## src/rtl/wdg_multistage.sv

```systemverilog
// wdg_multistage: multi-stage escalating watchdog timer.
//
// A CNT_W-bit down-counter is loaded from 'reload' whenever the watchdog is
// started or serviced. Each time it reaches zero, the current stage expires:
// its sticky flag in stage_wto is set, wto_pulse fires for one cycle and the
// next stage is loaded. After the last stage expires the block parks in HOLD
// until it is serviced with a kick or disabled with en=0.
//
// Optional feature: define WDG_WINDOW_EN to enable window mode. That adds the
// 'win' input and the sticky 'early_err' output. In window mode, a kick that
// arrives in stage 0 while the counter is still above 'win' counts as a
// premature service: every stage flag is raised at once and the block goes to
// HOLD. Further kicks are then ignored until en=0 or res.
//
// All outputs come straight from flops. Next-state logic is computed in one
// combinational block and registered in one sequential block.

module wdg_multistage #(
   parameter int CNT_W  = 16,
   parameter int NSTAGE = 2
) (
   input  logic              clk,
   input  logic              res,
   input  logic              en,
   input  logic [CNT_W-1:0]  reload,
   input  logic              kick,
`ifdef WDG_WINDOW_EN
   input  logic [CNT_W-1:0]  win,
   output logic              early_err,
`endif
   output logic [NSTAGE-1:0] stage_wto,
   output logic              wto_pulse,
   output logic [CNT_W-1:0]  cnt,
   output logic              active
);

   // Width of the stage index. NSTAGE is at least 2, so this is at least 1.
   localparam int SW = (NSTAGE > 1) ? $clog2(NSTAGE) : 1;

   localparam logic [1:0] ST_IDLE  = 2'd0;
   localparam logic [1:0] ST_COUNT = 2'd1;
   localparam logic [1:0] ST_HOLD  = 2'd2;

   localparam logic [SW-1:0] LAST_STAGE = SW'(NSTAGE - 1);

   // Registered state.
   logic [1:0]        r_state;
   logic [SW-1:0]     r_stage;
   logic [CNT_W-1:0]  r_cnt;
   logic [NSTAGE-1:0] r_wto;
   logic              r_pulse;
   logic              r_active;

   // Next-state values.
   logic [1:0]        w_state;
   logic [SW-1:0]     w_stage;
   logic [CNT_W-1:0]  w_cnt;
   logic [NSTAGE-1:0] w_wto;
   logic              w_pulse;
   logic              w_active;

   logic              w_cntZero;
   logic              w_kickOk;
   logic              w_earlyKick;

`ifdef WDG_WINDOW_EN
   logic              r_early;
   logic              w_early;
`endif

   assign w_cntZero = (r_cnt == '0);

`ifdef WDG_WINDOW_EN
   // Once a premature service has been flagged, kicks are ignored. A kick is
   // premature only in stage 0 of COUNT while the counter is still above win.
   always_comb begin
      w_kickOk    = kick & ~r_early;
      w_earlyKick = w_kickOk & (r_state == ST_COUNT) & (r_stage == '0) & (r_cnt > win);
   end
`else
   // Without window mode, every kick is a valid service.
   always_comb begin
      w_kickOk    = kick;
      w_earlyKick = 1'b0;
   end
`endif

   // Next-state logic. Precedence, highest first: disable, kick, stage
   // expiry, then decrement. Reset is handled in the sequential block.
   always_comb begin
      w_state  = r_state;
      w_stage  = r_stage;
      w_cnt    = r_cnt;
      w_wto    = r_wto;
      w_pulse  = 1'b0;
`ifdef WDG_WINDOW_EN
      w_early  = r_early;
`endif

      if (!en) begin
         w_state = ST_IDLE;
         w_stage = '0;
         w_cnt   = '0;
         w_wto   = '0;
`ifdef WDG_WINDOW_EN
         w_early = 1'b0;
`endif
      end else begin
         case (r_state)
            ST_IDLE: begin
               w_state = ST_COUNT;
               w_stage = '0;
               w_cnt   = reload;
               w_wto   = '0;
            end

            ST_COUNT, ST_HOLD: begin
               if (w_earlyKick) begin
                  w_state = ST_HOLD;
                  w_cnt   = '0;
                  w_wto   = '1;
                  w_pulse = 1'b1;
`ifdef WDG_WINDOW_EN
                  w_early = 1'b1;
`endif
               end else if (w_kickOk) begin
                  w_state = ST_COUNT;
                  w_stage = '0;
                  w_cnt   = reload;
                  w_wto   = '0;
               end else if (r_state == ST_COUNT) begin
                  if (w_cntZero) begin
                     w_wto[r_stage] = 1'b1;
                     w_pulse        = 1'b1;
                     if (r_stage == LAST_STAGE) begin
                        w_state = ST_HOLD;
                        w_cnt   = '0;
                     end else begin
                        w_stage = r_stage + SW'(1);
                        w_cnt   = reload;
                     end
                  end else begin
                     w_cnt = r_cnt - CNT_W'(1);
                  end
               end
            end

            default: begin
               w_state = ST_IDLE;
               w_stage = '0;
               w_cnt   = '0;
               w_wto   = '0;
            end
         endcase
      end

      w_active = (w_state != ST_IDLE);
   end

   // State and output registers with synchronous active-high reset.
   always_ff @(posedge clk) begin
      if (res) begin
         r_state  <= ST_IDLE;
         r_stage  <= '0;
         r_cnt    <= '0;
         r_wto    <= '0;
         r_pulse  <= 1'b0;
         r_active <= 1'b0;
`ifdef WDG_WINDOW_EN
         r_early  <= 1'b0;
`endif
      end else begin
         r_state  <= w_state;
         r_stage  <= w_stage;
         r_cnt    <= w_cnt;
         r_wto    <= w_wto;
         r_pulse  <= w_pulse;
         r_active <= w_active;
`ifdef WDG_WINDOW_EN
         r_early  <= w_early;
`endif
      end
   end

   assign stage_wto = r_wto;
   assign wto_pulse = r_pulse;
   assign cnt       = r_cnt;
   assign active    = r_active;
`ifdef WDG_WINDOW_EN
   assign early_err = r_early;
`endif

endmodule

```

## config.mk

```make
export PLATFORM = sky130hd
export DESIGN_NAME = wdg_multistage
export DESIGN_NICKNAME = d
export VERILOG_FILES = /design/src/rtl/wdg_multistage.sv
export SDC_FILE = /design/constraint.sdc
export NUM_CORES = 1
export LEC_CHECK = 0
export CORE_ASPECT_RATIO = 0.6
export CORE_MARGIN = 10
export CORE_UTILIZATION = 40
export DETAILED_ROUTE_END_ITERATION = 16
export PLACE_DENSITY = 0.64
export SLEW_MARGIN = 20
export SYNTH_ARGS = -nofsm -noshare
export SYNTH_HDL_FRONTEND = slang
export SYNTH_SLANG_ARGS = --single-unit
```

## constraint.sdc

```tcl
create_clock -name clk -period 5.1 [get_ports clk]
set_input_delay 1.53 -clock clk [delete_from_list [all_inputs] [get_ports clk]]
set_output_delay 1.53 -clock clk [all_outputs]
set_load 0.02 [all_outputs]
```

Word level (Yosys, flattened, before mapping)
Cells that the tools add are included.
{ "op_classes": {"mul": 0, "muxes": 15, "n_addsub": 2, "shift": 0, "bitwise_logic": 4, "n_eq_ne": 3, "n_reduce_logical": 9, "div": 0, "magnitude_cmp": 2} }
{ "ops": {"columns": ["operator", "n"], "rows": [
  ["16-bit 2-to-1 mux", 4],
  ["16-bit case mux with 2 select lines", 1],
  ["16-bit logical NOT", 1],
  ["16-bit by 1-bit subtractor with 16-bit output, second input constant", 1],
  ["2-bit 2-to-1 mux", 5],
  ["5-bit OR reduction", 1],
  ["2-bit case mux with 2 select lines", 1],
  ["2-bit OR reduction", 2],
  ["4-bit OR reduction", 1],
  ["1-bit 2-to-1 mux", 3],
  ["3-bit inequality test, second input constant", 1],
  ["1-bit inverter", 3],
  ["2-bit by 1-bit equality test with 1-bit output, second input constant", 1],
  ["2-bit equality test, second input constant", 1],
  ["2-bit logical NOT", 1],
  ["1-bit by 2-bit less-than comparator with 1-bit output, second input constant", 1],
  ["2-bit bitwise OR", 1],
  ["2-bit AND reduction", 1],
  ["2-bit nonzero test", 1],
  ["1-bit adder, second input constant", 1],
  ["1-bit demux with 1-bit select", 1],
  ["1-bit >= comparator, second input constant", 1],
  ["1-bit logical AND", 1]
]} }
{ "totals": {"output_inout_bits": 20, "register_bits": 23, "elab_cells": 41, "ram_bits": 0, "inputBits": 20, "latchBits": 0, "mem_bits_ro": 0, "n_memories": 0} }

Logic depth before layout (Yosys ltp)
Gate-level depths: netlist (run 1).
{ "logic_depth": {"ltp_word": 7, "mapped_depth": 8, "mapped_depth_nobuf": 7} }

Worst setup path before layout (run 1)
OpenSTA, ideal clock, no wires.
{ "synth_path": {"kind": "in2reg", "from": "input kick", "to": "register r_cnt[2] (netlist: cnt[2])", "t_required_ns": 4.978, "arrival_time_ns": 2.804, "setup_ns": 0.122, "slack_ns": 2.175, "path_stages": 6, "path_buffers": 2, "cell_sequence": "clkbuf_1 -> nor3b_1 -> nor2_1 -> and2_1 -> buf_6 -> a221o_1"} }
{ "synth_via": {"elab_chain_cells": 2, "word_cells_on_any_way": 3, "classes_between": "eq/ne (1); mux (2)"} }
{ "synth_rtl": {"columns": ["element", "line_no", "rtl"], "rows": [
  ["start: declaration", "26", "input logic kick,"],
  ["16-bit 2-to-1 mux", "126", "end else if (w_kickOk) begin"],
  ["16-bit case mux with 2 select lines", "109", "case (r_state)"],
  ["end signal: assignment", "175", "r_cnt <= w_cnt;"],
  ["end: declaration", "49", "logic [CNT_W-1:0] r_cnt;"]
]} }
Parallel ways exist; a longest one is shown, timed or not.
A chain may end at the register's enable or synchronous reset.

Worst setup path in the final report (run 1)
{ "layout_path": {"from": "input kick", "to": "register r_cnt[5] (netlist: cnt[5])"} }
Same word-level chain as after synthesis.

==> results of run 1 <==
power groups by stage:
| stage | clock network (mW) | logic, mW | registers [mW] |
|---|---|---|---|
| 6_report | 0.123 | 0.167 | 0.204 |
| 5_1_grt | 0.133 | 0.180 | 0.206 |
| 4_1_cts | 0.125 | 0.165 | 0.204 |
| 3_5_place_dp | 0 | 0.163 | 0.208 |
| 3_3_place_gp | 0 | 0.162 | 0.208 |
| 2_1_floorplan | 0 | 0.101 | 0.211 |
final cells by class:
| class | instances | area share, % |
|---|---|---|
| multi-input cells | 155 | 52.6 |
| flip-flops and latches | 23 | 22.0 |
| repair buffers | 40 | 19.0 |
| well taps | 47 | 2.81 |
| clock buffers | 3 | 1.97 |
| inverters | 7 | 1.26 |
| clock inverters | 1 | 0.359 |
cell usage after synthesis, types with 2 or more instances:
cell type	n
and3_1	3
nor4_4	2
a221oi_1	2
nand2_1	14
a31oi_1	2
or3_1	2
xor2_1	2
o41ai_1	2
ha_1	6
o211ai_1	2
buf_2	3
a221o_1	4
nand4_1	3
o21ai_0	8
inv_1	7
nor3b_1	3
o31ai_1	3
dfxtp_1	23
nor3_1	8
nor2b_1	3
a21o_1	3
nand2b_1	3
nor4_1	4
a211o_1	3
o21ai_1	5
a21oi_1	14
clkbuf_1	5
nand3_1	7
a211oi_1	3
nor2_1	15
per-layer routing:
metal / global-route usage [%] / vias to the layer above / wire length [um]
met5: 0 / - / 0
met4: 1.85 / 0 / 20
met3: 6.55 / 4 / 662
met2: 20.3 / 86 / 2210
met1: 22.2 / 848 / 2600
li1: - / 822 / -
per-stage QoR:
step                area, um2  power [mW]  hold slack, ns  utilization (%)
floorplan                1630       0.312           0.525                -
global placement         2040       0.370           0.481             53.7
detailed placement       2040       0.371           0.489             53.7
CTS                      2090       0.494           0.513             55.0
global route             2090       0.519           0.558             55.0
finish                   2090       0.495           0.512             55.0
worst paths after layout:
check	start	depth (start not counted)	endpoint	slack, ns
setup / recovery	kick	7	cnt[5]	1.60
hold / removal	stage_wto[1]	1	stage_wto[1]	0.51
setup reg to reg	r_state[0]	7	cnt[5]	2.51
hold reg to reg	stage_wto[1]	1	stage_wto[1]	0.51
cell families after synthesis:
group / Yosys count
and+or+nand+nor: 81
DFF: 23
AOI/OAI and AO/OA: 64
adders and majority gates: 6
xor gates and xnor gates: 3
muxes: 1
buffers and inverters: 16
registers in the layout, summed over array words and instances, names as in the netlist:
| signal | flops |
|---|---|
| r_state | 2 |
| stage_wto | 2 |
| active | 1 |
| r_stage | 1 |
| wto_pulse | 1 |
| cnt | 16 |
==> results_dict.tcl, run 1 <==
set metrics [dict create \
    synth_seq_cells 23 \
    core_um2 3810 \
    cts_max_path_buffers 2 \
    synthToLayoutAreaGrowth_pct 28.2 \
    period_minus_slack_ns 3.50 \
    drc 0 \
    synth_top_area_share_pct 28.2 \
    yosysTopAreaCell "dfxtp_1" \
    die_h_um 69.5 \
    dp_hpwl_mm 4.20 \
    wl_per_cell_um 19.9 \
    pwr-share-comb_pct 33.8 \
    cts_num_sinks 23 \
    path_clk_slew_ns 0.09 \
    arrival_ns 3.73 \
    rsz0062_at_grt "no" \
    cp_max_fo 18 \
    clk_latency_ns 0.28 \
    slew_viol_final 0 \
    crit_type "in2reg" \
    synth_top_family_by_area "simple AND/OR/NAND/NOR gates" \
    mostFrequentLayoutCell "clkdlybuf4s50_1" \
    timing.fmax_mhz 285 \
    syn-cell-area_um2 1630 \
    wl_mm 5.50 \
    hold_viol_final 0 \
    pwr-share-seq_pct 41.3 \
    hp-class "reg2reg" \
    irDropWorstVdd_v 0.0000975 \
    cts_hold_buf 0 \
    grt_start_max_net_pins 19 \
    p_sw_uw 180 \
    instances_no_fill 276 \
    synth_edf_count 0 \
    fin_tns_setup_ns 0 \
    worst_setup_path_start_kind "input pin" \
    cts_tree "built" \
    tightest_slew_ns 0.670 \
    root_buffer "clkbuf_8" \
    drtAntennaViolNets 0 \
    dieArea_um2 7120 \
    seqCellArea_um2 460 \
    ios 40 \
    status "finished, final reports clean" \
    path_buf_inv 2 \
    n_fill_cell 353 \
    synthMuxAreaShare_pct 0.613 \
    place.gp.congestion 0.911 \
    fin_nets 256 \
    drive_gt1_share_pct 7.86 \
    synthSimpleGateAreaFrac_pct 31.0 \
    clkPwrFrac_pct 24.9 \
    synth_fp_nets 220 \
    firstDrtPassIters 5 \
    switching_share_pct 36.3 \
    intPower_uw 315 \
    die_x_um 102 \
    endpoint_kind "register" \
    async_flop_share_pct 0 \
    max_cap_violations 0 \
    cpPeakStageDelay_ns 0.87 \
    syn_inst 194 \
    layout_setup_ws_ns 1.60 \
    initial_utilization_pct 42.9 \
    dp_slack_ns 1.38 \
    vias 1760 \
    yosys_warnings 0 \
    diodes 0 \
    slew_headroom_pct 54.9 \
    post_cts_buffers 0 \
    numPortBuffers 39 \
    synthTopCellsByArea "dfxtp_1 28%, ha_1 4.6%, a21oi_1 4.3%" \
    synth_cell_types 60 \
    cp.required_ns 5.32 \
    ctsResizeCount 0 \
    synth_compound_area_share_pct 29.6 \
    dpl.cell_count 272 \
    fin_crit_sh_pct 68.7 \
    synthFlopType "dfxtp_1" \
    cts_max_level 1 \
    syn_avg_cell_area_um2 8.42 \
    num_rows 17 \
    grt_pass1_wl_mm 8.86 \
    p_per_area_nw_per_um2 236 \
    worstPathCellList "clkdlybuf4s50_1 -> nor3b_1 -> buf_4 -> nor2_1 -> o211ai_4 -> nor4_1 -> a221o_1" \
    finClkSkew_ns 0.00560 \
    routed_via_density 6.38 \
    p_leak_nw 0.779 \
    critPathTopFamily "buffers and inverters" \
    overflow 0 \
    numCtsBuffers 3 \
    drt_iter0_markers 250 \
    multi_input_area_um2 1100 \
    antenna_found_initial 0 \
    synthAdderAreaFrac_pct 4.60 \
    ys_seq_area_share_pct 28.2 \
    finalSetupViolCount 0 \
    synth_xor_area_share_pct 1.61 \
    layout.cells.most_common_list "39 x clkdlybuf4s50_1, 23 x dfxtp_1, 15 x nor2_1" \
    grt_pass1_vias 1598 \
    grt_usage_pct 15.3 \
    crit_slowest_cell "clkdlybuf4s50_1" \
]
Note: power is estimated with default switching activity, not from simulation.
==> run 2: changes to the inputs <==
--- a/config.mk
+++ b/config.mk
@@ -9,7 +9,7 @@
 export CORE_MARGIN = 10
 export CORE_UTILIZATION = 40
 export DETAILED_ROUTE_END_ITERATION = 16
-export PLACE_DENSITY = 0.64
+export PLACE_DENSITY = 0.66
 export SLEW_MARGIN = 20
 export SYNTH_ARGS = -nofsm -noshare
 export SYNTH_HDL_FRONTEND = slang
==> constraint.sdc (replaced) <==
create_clock -name clk -period 3.1 [get_ports clk]
set_input_delay 0.93 -clock clk [delete_from_list [all_inputs] [get_ports clk]]
set_output_delay 0.93 -clock clk [all_outputs]
set_load 0.02 [all_outputs]
==> run 2 against run 1 <==
Net effect: core utilization grew 0.69 points; via count grew 0.45%; critical path depth shrank 1; setup slack lost 1.1 ns; clock power grew 64%; routed wire length grew 1.3%; combinational power grew 68%; total power grew 66%.
==> results_dict.tcl, run 2 (synthesized netlist as in run 1, its figures left out) <==
set metrics [dict create \
    status "finished, final reports clean" \
    drt_iter0_markers 239 \
    rsz0062_at_grt "no" \
    fin_crit_sh_pct 85.4 \
    dieArea_um2 7120 \
    synthToLayoutAreaGrowth_pct 29.8 \
    grt_pass1_vias 1699 \
    p_leak_nw 0.800 \
    root_buffer "clkbuf_8" \
    ctsResizeCount 0 \
    numPortBuffers 39 \
    largest_reg_flops 16 \
    endpoint_kind "register" \
    n_fill_cell 338 \
    timing.fmax_mhz 378 \
    clk_latency_ns 0.27 \
    overflow 0 \
    cts_num_sinks 23 \
    grt_usage_pct 15.9 \
    design_power_total_uw 819 \
    wl_mm 5.57 \
    die_h_um 69.5 \
    cts_hold_buf 0 \
    worst_setup_path_start_kind "input pin" \
    slew_viol_final 0 \
    core_um2 3810 \
    drive_gt1_share_pct 9.01 \
    cts_tree "built" \
    cts_max_level 1 \
    routed_via_density 6.31 \
    finalSetupViolCount 0 \
    grt_pass1_wl_mm 9.28 \
    period_minus_slack_ns 2.65 \
    diodes 0 \
    layout.cells.most_common_list "39 x clkdlybuf4s50_1, 23 x dfxtp_1, 15 x nor2_1" \
    firstDrtPassIters 5 \
    instances_no_fill 280 \
    dp_hpwl_mm 4.31 \
    drc 0 \
    initial_utilization_pct 42.9 \
    cp.required_ns 3.32 \
    place.gp.congestion 0.931 \
    path_clk_slew_ns 0.09 \
    drtAntennaViolNets 0 \
    tightest_slew_ns 0.622 \
    fin_nets 260 \
    vias 1768 \
    p_per_area_nw_per_um2 386 \
    grt_start_max_net_pins 16 \
    die_x_um 102 \
    cts_max_path_buffers 2 \
    post_cts_buffers 0 \
    arrival_ns 2.87 \
    slew_headroom_pct 58.2 \
    dpl.cell_count 276 \
    hold_viol_final 0 \
    hp-class "reg2reg" \
    max_cap_violations 0 \
    finClkSkew_ns 0.00405 \
    irDropWorstVdd_v 0.000153 \
    antenna_found_initial 0 \
    wl_per_cell_um 19.9 \
    numCtsBuffers 3 \
    fin_tns_setup_ns 0 \
    crit_type "in2reg" \
    ios 40 \
    mostFrequentLayoutCell "clkdlybuf4s50_1" \
    num_rows 17 \
    cp_max_fo 12 \
]
==> run 2: changes by cell type in the layout (fill, tap and decap cells not counted), sizes merged <==
cell      delta
buf          +4
clkinvlp     -1
clkbuf       +1
==> run 2: worst max-delay path, stage by stage <==
cell and delay (ns):
clkdlybuf4s50_1 0.60, or3b_1 0.55, a21oi_1 0.39, nand4_1 0.15
nor3_1 0.15, a211o_1 0.11
==> run 2: path summary, 6_finish.rpt <==
check	start	endpoint	slack (ns)	depth (start not counted)
max	kick	cnt[8]	0.45	6
min	stage_wto[1]	stage_wto[1]	0.54	1
max reg2reg	r_state[0]	cnt[6]	0.65	6
min reg2reg	stage_wto[1]	stage_wto[1]	0.54	1
==> run 2: power breakdown <==
| group | internal [mW] | switching, mW |
|---|---|---|
| Clock | 0.0923 | 0.110 |
| Combinational | 0.121 | 0.160 |
| Sequential | 0.309 | 0.0266 |
| Total | 0.522 | 0.297 |
==> run 2: area by class of cell <==
cell class                 instances  area, um2  area share, %
sequential                        23        460           21.7
tap                               47       58.8           2.77
clock buffer                       4       45.0           2.13
multi-input combinational        155       1100           51.9
inverter                           7       26.3           1.24
timing repair buffer              44        428           20.2
==> run 2: through the flow <==
| stage | hold WS, ns | setup WS [ns] | cell area (um2) | utilization (%) |
|---|---|---|---|---|
| 2_1_floorplan | 0.525 | 0.775 | 1630 | - |
| 3_5_place_dp | 0.514 | 0.202 | 2070 | 54.5 |
| 5_1_grt | 0.548 | 0.289 | 2120 | 55.7 |
| 6_report | 0.540 | 0.454 | 2120 | 55.7 |
| 4_1_cts | 0.535 | 0.490 | 2120 | 55.7 |
| 3_3_place_gp | 0.483 | 0.268 | 2070 | 54.5 |
==> run 2: metal layers <==
metal	global-route usage [%]	up-vias	wire length, um
met1	23.7	841	2710
li1	-	827	-
met5	0	-	0
met2	21.3	95	2240
met4	2.93	0	36
met3	5.06	5	588
